## src/rtl/decode_pkg.sv

```systemverilog
// Shared encodings for decode_stage_pipe: operand-A selects, opcodes and immediate generation.
// imm_gen yields the 32-bit sign-extended immediate; the decode stage widens it to XLEN.
package decode_pkg;

  localparam int INSTR_W = 32;

  typedef enum logic [1:0] {
    OPA_RS1  = 2'b00,
    OPA_PC   = 2'b01,
    OPA_PC4  = 2'b10,
    OPA_ZERO = 2'b11
  } op_a_sel_e;

  localparam logic [6:0] OPC_OP_IMM = 7'b0010011;
  localparam logic [6:0] OPC_LOAD   = 7'b0000011;
  localparam logic [6:0] OPC_JALR   = 7'b1100111;
  localparam logic [6:0] OPC_STORE  = 7'b0100011;
  localparam logic [6:0] OPC_BRANCH = 7'b1100011;
  localparam logic [6:0] OPC_LUI    = 7'b0110111;
  localparam logic [6:0] OPC_AUIPC  = 7'b0010111;
  localparam logic [6:0] OPC_JAL    = 7'b1101111;

  typedef enum logic [2:0] {
    IMM_I,
    IMM_S,
    IMM_B,
    IMM_U,
    IMM_J,
    IMM_NONE
  } imm_type_e;

  function automatic imm_type_e imm_type(input logic [6:0] opcode);
    case (opcode)
      OPC_OP_IMM, OPC_LOAD, OPC_JALR: return IMM_I;
      OPC_STORE:                      return IMM_S;
      OPC_BRANCH:                     return IMM_B;
      OPC_LUI, OPC_AUIPC:             return IMM_U;
      OPC_JAL:                        return IMM_J;
      default:                        return IMM_NONE;
    endcase
  endfunction

  function automatic logic [INSTR_W-1:0] imm_gen(input logic [INSTR_W-1:0] instr);
    logic [INSTR_W-1:0] imm;
    imm = '0;
    case (imm_type(instr[6:0]))
      IMM_I:   imm = {{20{instr[31]}}, instr[31:20]};
      IMM_S:   imm = {{20{instr[31]}}, instr[31:25], instr[11:7]};
      IMM_B:   imm = {{19{instr[31]}}, instr[31], instr[7], instr[30:25], instr[11:8], 1'b0};
      IMM_U:   imm = {instr[31:12], 12'b0};
      IMM_J:   imm = {{11{instr[31]}}, instr[31], instr[19:12], instr[20], instr[30:21], 1'b0};
      default: imm = '0;
    endcase
    return imm;
  endfunction

endpackage

```

## src/rtl/regfile_2r1w.sv

```systemverilog
// Two-read, one-write register file: combinational reads with same-cycle write-through,
// synchronous write, x0 hardwired to zero.
module regfile_2r1w
  import decode_pkg::*;
#(
  parameter  int XLEN = 32,
  parameter  int NREG = 32,
  localparam int RAW  = $clog2(NREG)
) (
  input  logic            clk,
  input  logic [RAW-1:0]  i_rs1_addr,
  input  logic [RAW-1:0]  i_rs2_addr,
  output logic [XLEN-1:0] o_rs1_data,
  output logic [XLEN-1:0] o_rs2_data,
  input  logic            i_wr_en,
  input  logic [RAW-1:0]  i_wr_addr,
  input  logic [XLEN-1:0] i_wr_data
);

  logic [XLEN-1:0] r_mem [NREG];

  logic w_wr_ok;
  logic w_rs1_ok;
  logic w_rs2_ok;
  logic w_rs1_hit;
  logic w_rs2_hit;

  assign w_wr_ok   = i_wr_en && (i_wr_addr != '0) && (int'(i_wr_addr) < NREG);
  assign w_rs1_ok  = (i_rs1_addr != '0) && (int'(i_rs1_addr) < NREG);
  assign w_rs2_ok  = (i_rs2_addr != '0) && (int'(i_rs2_addr) < NREG);
  assign w_rs1_hit = w_wr_ok && (i_wr_addr == i_rs1_addr);
  assign w_rs2_hit = w_wr_ok && (i_wr_addr == i_rs2_addr);

  // NOTE: the array has no reset; clearing it would cost a reset net per bit and software never reads an unwritten register.
  always_ff @(posedge clk) begin
    if (w_wr_ok) begin
      r_mem[i_wr_addr] <= i_wr_data;
    end
  end

  assign o_rs1_data = !w_rs1_ok ? '0 : (w_rs1_hit ? i_wr_data : r_mem[i_rs1_addr]);
  assign o_rs2_data = !w_rs2_ok ? '0 : (w_rs2_hit ? i_wr_data : r_mem[i_rs2_addr]);

endmodule

```

## src/rtl/decode_stage_pipe.sv

```systemverilog
// Decode stage with ID/EX register, MEM/WB forwarding and load-use stall.
// Define DECODE_FWD_EN to forward from MEM; otherwise RAW hazards on EX/MEM producers stall.
module decode_stage_pipe
  import decode_pkg::*;
#(
  parameter  int XLEN   = 32,
  parameter  int NREG   = 32,
  parameter  int PC_INC = 4,
  localparam int RAW    = $clog2(NREG)
) (
  input  logic            clk,
  input  logic            rst,
  input  logic            if_valid,
  output logic            id_ready,
  input  logic [XLEN-1:0] if_pc,
  input  logic [31:0]     if_instr,
  input  logic [1:0]      op_a_sel,
  input  logic            op_b_sel,
  input  logic            rd_wr_en,
  input  logic            is_load,
  input  logic            ex_ready,
  input  logic            flush,
  input  logic            mem_wr_en,
  input  logic [RAW-1:0]  mem_rd,
  input  logic [XLEN-1:0] mem_data,
  input  logic            wb_wr_en,
  input  logic [RAW-1:0]  wb_rd,
  input  logic [XLEN-1:0] wb_data,
  output logic            ex_valid,
  output logic [XLEN-1:0] ex_pc,
  output logic [XLEN-1:0] ex_op_a,
  output logic [XLEN-1:0] ex_op_b,
  output logic [XLEN-1:0] ex_rs2_data,
  output logic [XLEN-1:0] ex_imm,
  output logic [RAW-1:0]  ex_rd,
  output logic            ex_wr_en,
  output logic            ex_is_load
);

  logic [RAW-1:0]  w_rs1;
  logic [RAW-1:0]  w_rs2;
  logic [RAW-1:0]  w_rd;
  logic [XLEN-1:0] w_imm;
  logic [XLEN-1:0] w_rf_rs1;
  logic [XLEN-1:0] w_rf_rs2;
  logic [XLEN-1:0] w_rs1_val;
  logic [XLEN-1:0] w_rs2_val;
  logic [XLEN-1:0] w_op_a;
  logic [XLEN-1:0] w_op_b;
  op_a_sel_e       w_opa_sel;
  logic            w_load_use;
  logic            w_hazard;

  logic            r_ex_valid;
  logic [XLEN-1:0] r_ex_pc;
  logic [XLEN-1:0] r_ex_op_a;
  logic [XLEN-1:0] r_ex_op_b;
  logic [XLEN-1:0] r_ex_rs2_data;
  logic [XLEN-1:0] r_ex_imm;
  logic [RAW-1:0]  r_ex_rd;
  logic            r_ex_wr_en;
  logic            r_ex_is_load;

  assign w_rs1     = RAW'(if_instr[19:15]);
  assign w_rs2     = RAW'(if_instr[24:20]);
  assign w_rd      = RAW'(if_instr[11:7]);
  assign w_imm     = XLEN'($signed(imm_gen(if_instr)));
  assign w_opa_sel = op_a_sel_e'(op_a_sel);

  regfile_2r1w #(
    .XLEN (XLEN),
    .NREG (NREG)
  ) u_regfile (
    .clk        (clk),
    .i_rs1_addr (w_rs1),
    .i_rs2_addr (w_rs2),
    .o_rs1_data (w_rf_rs1),
    .o_rs2_data (w_rf_rs2),
    .i_wr_en    (wb_wr_en),
    .i_wr_addr  (wb_rd),
    .i_wr_data  (wb_data)
  );

  assign w_load_use = r_ex_valid && r_ex_is_load && (r_ex_rd != '0) &&
                      ((r_ex_rd == w_rs1) || (r_ex_rd == w_rs2));

`ifdef DECODE_FWD_EN
  // The register file already returns 0 for x0 and applies WB write-through; MEM overrides it.
  assign w_rs1_val = (w_rs1 == '0) ? '0 : ((mem_wr_en && mem_rd == w_rs1) ? mem_data : w_rf_rs1);
  assign w_rs2_val = (w_rs2 == '0) ? '0 : ((mem_wr_en && mem_rd == w_rs2) ? mem_data : w_rf_rs2);
  assign w_hazard  = w_load_use;
`else
  logic w_ex_raw;
  logic w_mem_raw;
  logic w_unused_mem;

  assign w_rs1_val    = w_rf_rs1;
  assign w_rs2_val    = w_rf_rs2;
  assign w_unused_mem = ^mem_data;
  assign w_ex_raw     = r_ex_valid && r_ex_wr_en && (r_ex_rd != '0) &&
                        ((r_ex_rd == w_rs1) || (r_ex_rd == w_rs2));
  assign w_mem_raw    = mem_wr_en && (mem_rd != '0) &&
                        ((mem_rd == w_rs1) || (mem_rd == w_rs2));
  assign w_hazard     = w_load_use || w_ex_raw || w_mem_raw;
`endif

  // NOTE: every always_comb output gets a default first so no path leaves it unassigned and infers a latch.
  always_comb begin
    w_op_a = '0;
    case (w_opa_sel)
      OPA_RS1:  w_op_a = w_rs1_val;
      OPA_PC:   w_op_a = if_pc;
      OPA_PC4:  w_op_a = if_pc + XLEN'(PC_INC);
      OPA_ZERO: w_op_a = '0;
      default:  w_op_a = '0;
    endcase
  end

  assign w_op_b   = op_b_sel ? w_imm : w_rs2_val;
  assign id_ready = ex_ready && !w_hazard && !rst;

  // NOTE: state registers use non-blocking assignments so every flop samples pre-edge values.
  always_ff @(posedge clk) begin
    if (rst) begin
      r_ex_valid    <= 1'b0;
      r_ex_pc       <= '0;
      r_ex_op_a     <= '0;
      r_ex_op_b     <= '0;
      r_ex_rs2_data <= '0;
      r_ex_imm      <= '0;
      r_ex_rd       <= '0;
      r_ex_wr_en    <= 1'b0;
      r_ex_is_load  <= 1'b0;
    end else if (flush) begin
      r_ex_valid <= 1'b0;
    end else if (ex_ready && w_hazard) begin
      r_ex_valid <= 1'b0;
      r_ex_wr_en <= 1'b0;
    end else if (ex_ready) begin
      r_ex_valid    <= if_valid;
      r_ex_pc       <= if_pc;
      r_ex_op_a     <= w_op_a;
      r_ex_op_b     <= w_op_b;
      r_ex_rs2_data <= w_rs2_val;
      r_ex_imm      <= w_imm;
      r_ex_rd       <= w_rd;
      r_ex_wr_en    <= rd_wr_en;
      r_ex_is_load  <= is_load;
    end
  end

  // A killed slot may keep a stale write enable internally; never expose it.
  assign ex_valid    = r_ex_valid;
  assign ex_pc       = r_ex_pc;
  assign ex_op_a     = r_ex_op_a;
  assign ex_op_b     = r_ex_op_b;
  assign ex_rs2_data = r_ex_rs2_data;
  assign ex_imm      = r_ex_imm;
  assign ex_rd       = r_ex_rd;
  assign ex_wr_en    = r_ex_wr_en && r_ex_valid;
  assign ex_is_load  = r_ex_is_load;

endmodule

```

## config.mk

```make
export PLATFORM = sky130hd
export DESIGN_NAME = decode_stage_pipe
export DESIGN_NICKNAME = d
export VERILOG_FILES = /design/src/rtl/decode_pkg.sv /design/src/rtl/regfile_2r1w.sv /design/src/rtl/decode_stage_pipe.sv
export SDC_FILE = /design/constraint.sdc
export NUM_CORES = 2
export LEC_CHECK = 0
export ABC_AREA = 1
export ABC_CLOCK_PERIOD_IN_PS = 3900
export BUFFER_PORTS_ARGS = -buffer_cell sky130_fd_sc_hd__clkbuf_2
export CORE_UTILIZATION = 40
export DETAILED_ROUTE_END_ITERATION = 7
export PLACE_DENSITY = 0.62
export SYNTH_ARGS = -nofsm -noshare
export SYNTH_HDL_FRONTEND = slang
export SYNTH_SLANG_ARGS = --single-unit
```

## constraint.sdc

```tcl
create_clock -name clk -period 3.9 [get_ports clk]
set_clock_uncertainty 0.2 [all_clocks]
set_input_delay 0 -clock clk [delete_from_list [all_inputs] [get_ports clk]]
set_output_delay 0 -clock clk [all_outputs]
set_load 0.05 [all_outputs]
```

==> flow_metrics.py <==
metrics = {
    "detailed_routing": {
        "wire_per_inst_um": 25.0,
        "dr_total_vias": 55700,
        "firstDrtPassIters": 8,
        "drc": 1,
        "ant_nets": 0,
        "routed_wl_mm": 239,
        "avgViaCountPerCell": 5.82,
        "drt_iter0_drc": 7981,
    },
    "timing": {
        "fin_hold_ws_ns": -0.0227,
        "fmax_ghz": 0.273,
        "min_period_over_period": 0.939,
        "hold_viol": 1,
        "worstMarginPinSlew_ns": 1.20,
        "fin_tns_setup_ns": 0,
        "setup_ws_ns": 0.239,
        "min_period_ns": 3.66,
        "finalSetupViolations": 0,
        "rsz0062_at_grt": "no",
        "drv_slew": 0,
        "relSlewSlack": 0.196,
    },
    "critical_path": {
        "critical_path_peak_fanout": 83,
        "critPathTopFamily": "buffers and inverters",
        "crit_type": "register to register",
        "cp-end-kind": "register",
        "worstPathArrival_ns": 4.18,
        "crit_path_start_kind": "register",
        "crit_buf_inv": 4,
        "cpPeakStageDelay_ns": 0.59,
        "crit_chain": "nor3_1, nand3_1, o211ai_1, inv_1, nand2_1, nand2_2, nor2_4, buf_12, nand2_1, dlygate4sd3_1, a21oi_1, dlygate4sd3_1",
        "slowest_stage": "dlygate4sd3_1",
        "reg2reg_depth": 12,
        "cp.required_ns": 4.42,
        "cp.depth": 12,
    },
    "placed_design": {
        "pre_cts_ws_ns": 0.926,
        "gp_congestion": 0.900,
        "place_area_mm2": 0.0651,
        "port_buffers": 286,
        "dp_hpwl_mm": 139,
    },
    "layout": {
        "stdcell_area_mm2": 0.0718,
        "syn_to_final_growth_pct": 17.1,
        "drive_gt1_frac": 0.101,
        "finalNetCount": 7591,
    },
    "status": {
        "violations": "design-rule violations, negative hold slack",
        "outcome": "complete, but fails checks",
    },
    "logic_synthesis": {
        "ys_async_sr_fraction": 0,
        "synthMuxAreaShare": 0,
        "synth_fa_ha_area_frac": 0.000204,
        "synthFlopType": "edfxtp_1",
        "avgSynthCellArea_um2": 8.67,
        "ys_ff_latch": 1192,
        "synthCells": 7071,
        "synth_compound_area_frac": 0.148,
        "synthSimpleGateAreaFrac": 0.204,
        "ys_seq_area_frac": 0.557,
        "synth_top_family_by_area": "simple AND/OR/NAND/NOR gates",
        "synth-warning-count": 0,
        "synth_top_area_frac": 0.502,
        "synth-edff-count": 1024,
        "ys_top_cells_by_area": "edfxtp_1, nand2_1, nand3_1",
        "syn_area_mm2": 0.0613,
        "yosysUniqueCellTypes": 41,
        "synth-xor-area-share": 0.00300,
        "yosys.area.top_type": "edfxtp_1",
    },
    "job": {
        "drv_cap": 0,
    },
    "clock_tree": {
        "cts_buffer_depth": 3,
        "cts_tree": "built",
        "cts-root-buf": "clkbuf_16",
        "clk_pin_slew_worst_paths_ns": 0.06,
        "clock_latency_ns": 0.78,
        "cts_inserted_buffers": 133,
        "h-tree-depth": 4,
        "clkSinkCount": 1192,
    },
    "hold_path": {
        "hold_path.class": "primary input to register",
        "hold_depth": 7,
    },
    "power": {
        "pwr-share-clk": 0.404,
        "cellInternalPower_mw": 22.2,
        "power_mw": 30.5,
        "seqPwrFrac": 0.467,
        "power_density_mw_per_mm2": 424,
        "power_frac_comb": 0.129,
        "switching_share": 0.271,
        "ir_drop_mv": 0.460,
        "p_switching_mw": 8.26,
        "p_leak_nw": 28.8,
    },
    "global_routing": {
        "grt_max_degree": 227,
        "grt_pass1_vias": 51500,
        "antenna_found_initial": 17,
        "grtUsageTotal": 0.299,
        "grt-ovfl-total": 0,
        "grt_pass1_wl_mm": 345,
    },
    "die": {
        "die_y_um": 393,
        "die-area_mm2": 0.155,
        "initial_core_util": 0.403,
        "num_rows": 143,
        "core_mm2": 0.152,
        "fp.dieW_um": 393,
        "io-pin-count": 319,
    },
}
## cell families (layout without fill, tap and decap cells)
family / after synthesis / in the layout
other: 1 / 39
adder cells (fa/ha/maj): 1 / 1
XOR/XNOR: 21 / 21
flip-flops: 1192 / 1192
AO/OA/AOI/OAI: 1645 / 1645
buffers and inverters: 1257 / 1695
AND/OR/NAND/NOR: 2954 / 2954
## final timing paths
check,end,slack (ns),startpoint
max reg2reg,ex_pc[16],0.24,ex_rd[1]
min reg2reg,ex_imm[24],0.27,ex_imm[24]
max,ex_pc[16],0.24,ex_rd[1]
min,ex_imm[11],-0.02,if_instr[1]
## cell usage in the layout (no fill, tap or decap), drive strengths merged, types with 4 or more instances in the layout
cell type    count
conb            32
bufinv           7
nand3b           6
dlygate4sd3    237
dfxtp          168
buf            190
o211ai         270
xor2            13
a31oi            4
xnor2            8
o21bai          42
nor2           407
inv            758
clkbuf         454
a21oi          632
edfxtp        1024
o21ai          682
nand2         1604
or2             51
nand4           59
o2111ai          4
nor3            59
o22ai            5
clkinv          44
diode            7
nand3          763
## power groups by stage
stage          clock network (mW)  registers (mW)  logic (mW)
2_1_floorplan                   0            14.8        1.89
3_3_place_gp                    0            14.5        3.60
3_5_place_dp                    0            14.5        3.64
4_1_cts                      12.4            14.2        3.83
5_1_grt                      12.9            14.2        4.18
6_report                     12.3            14.2        3.94
## worst min-delay path: stages
cell and delay (ns):
clkbuf_2 0.13, nand2_1 0.12, nor2_1 0.09, nand2_2 0.12
o2111ai_1 0.23, nand2_1 0.13, a21oi_1 0.06
## stage by stage
stage / cells / util / hold WS (ns)
after floorplan: 7102 / - / -0.107
after global placement: 9095 / 0.428 / 0.0104
after detailed placement: 9095 / 0.428 / 0.0171
after CTS: 9571 / 0.472 / 0.00783
after global routing: 9577 / 0.472 / 0.0502
final: 9577 / 0.472 / -0.0227
## what timing repair did
item,4_1_cts,5_1_grt
endpoints found under the setup margin,0,7
hold buffers,241,0
hold endpoints to repair,1315,0
gates resized for setup,0,7
buffers inserted,0,1
## flip-flops by register name, summed over array words and instances (netlist names)
signal	count
ex_rd	5
ex_op_a	32
ex_is_load	1
ex_op_b	32
u_regfile.r_mem	1024
ex_rs2_data	32
ex_imm	32
ex_valid	1
ex_pc	32
r_ex_wr_en	1
## final cells by class
class	instances	area [µm²]
antenna	7	17.5
clock buffer	174	3640
clock inverter	61	536
fill	14100	80300
inverter	751	2850
multi-input combinational	4653	22100
sequential	1192	34100
tap	2030	2540
timing repair buffer	709	5950
## synthesized netlist by cell type (59+ instances only)
master    number
nand2_1     1601
edfxtp_1    1024
nand3_1      760
inv_1        740
o21ai_0      651
a21oi_1      632
nor2_1       403
o211ai_1     270
buf_2        263
dfxtp_1      168
clkbuf_1     123
nand4_1       59
## per-layer routing
layer  global-route usage  up-vias  share of wire
li1                     -    24900              -
met1                0.395    26300           0.38
met2                0.467     3857           0.45
met3               0.0558      690           0.12
met4                0.159        2          0.056
met5                    0        -       0.000054
(Power assumes the default switching activity.)
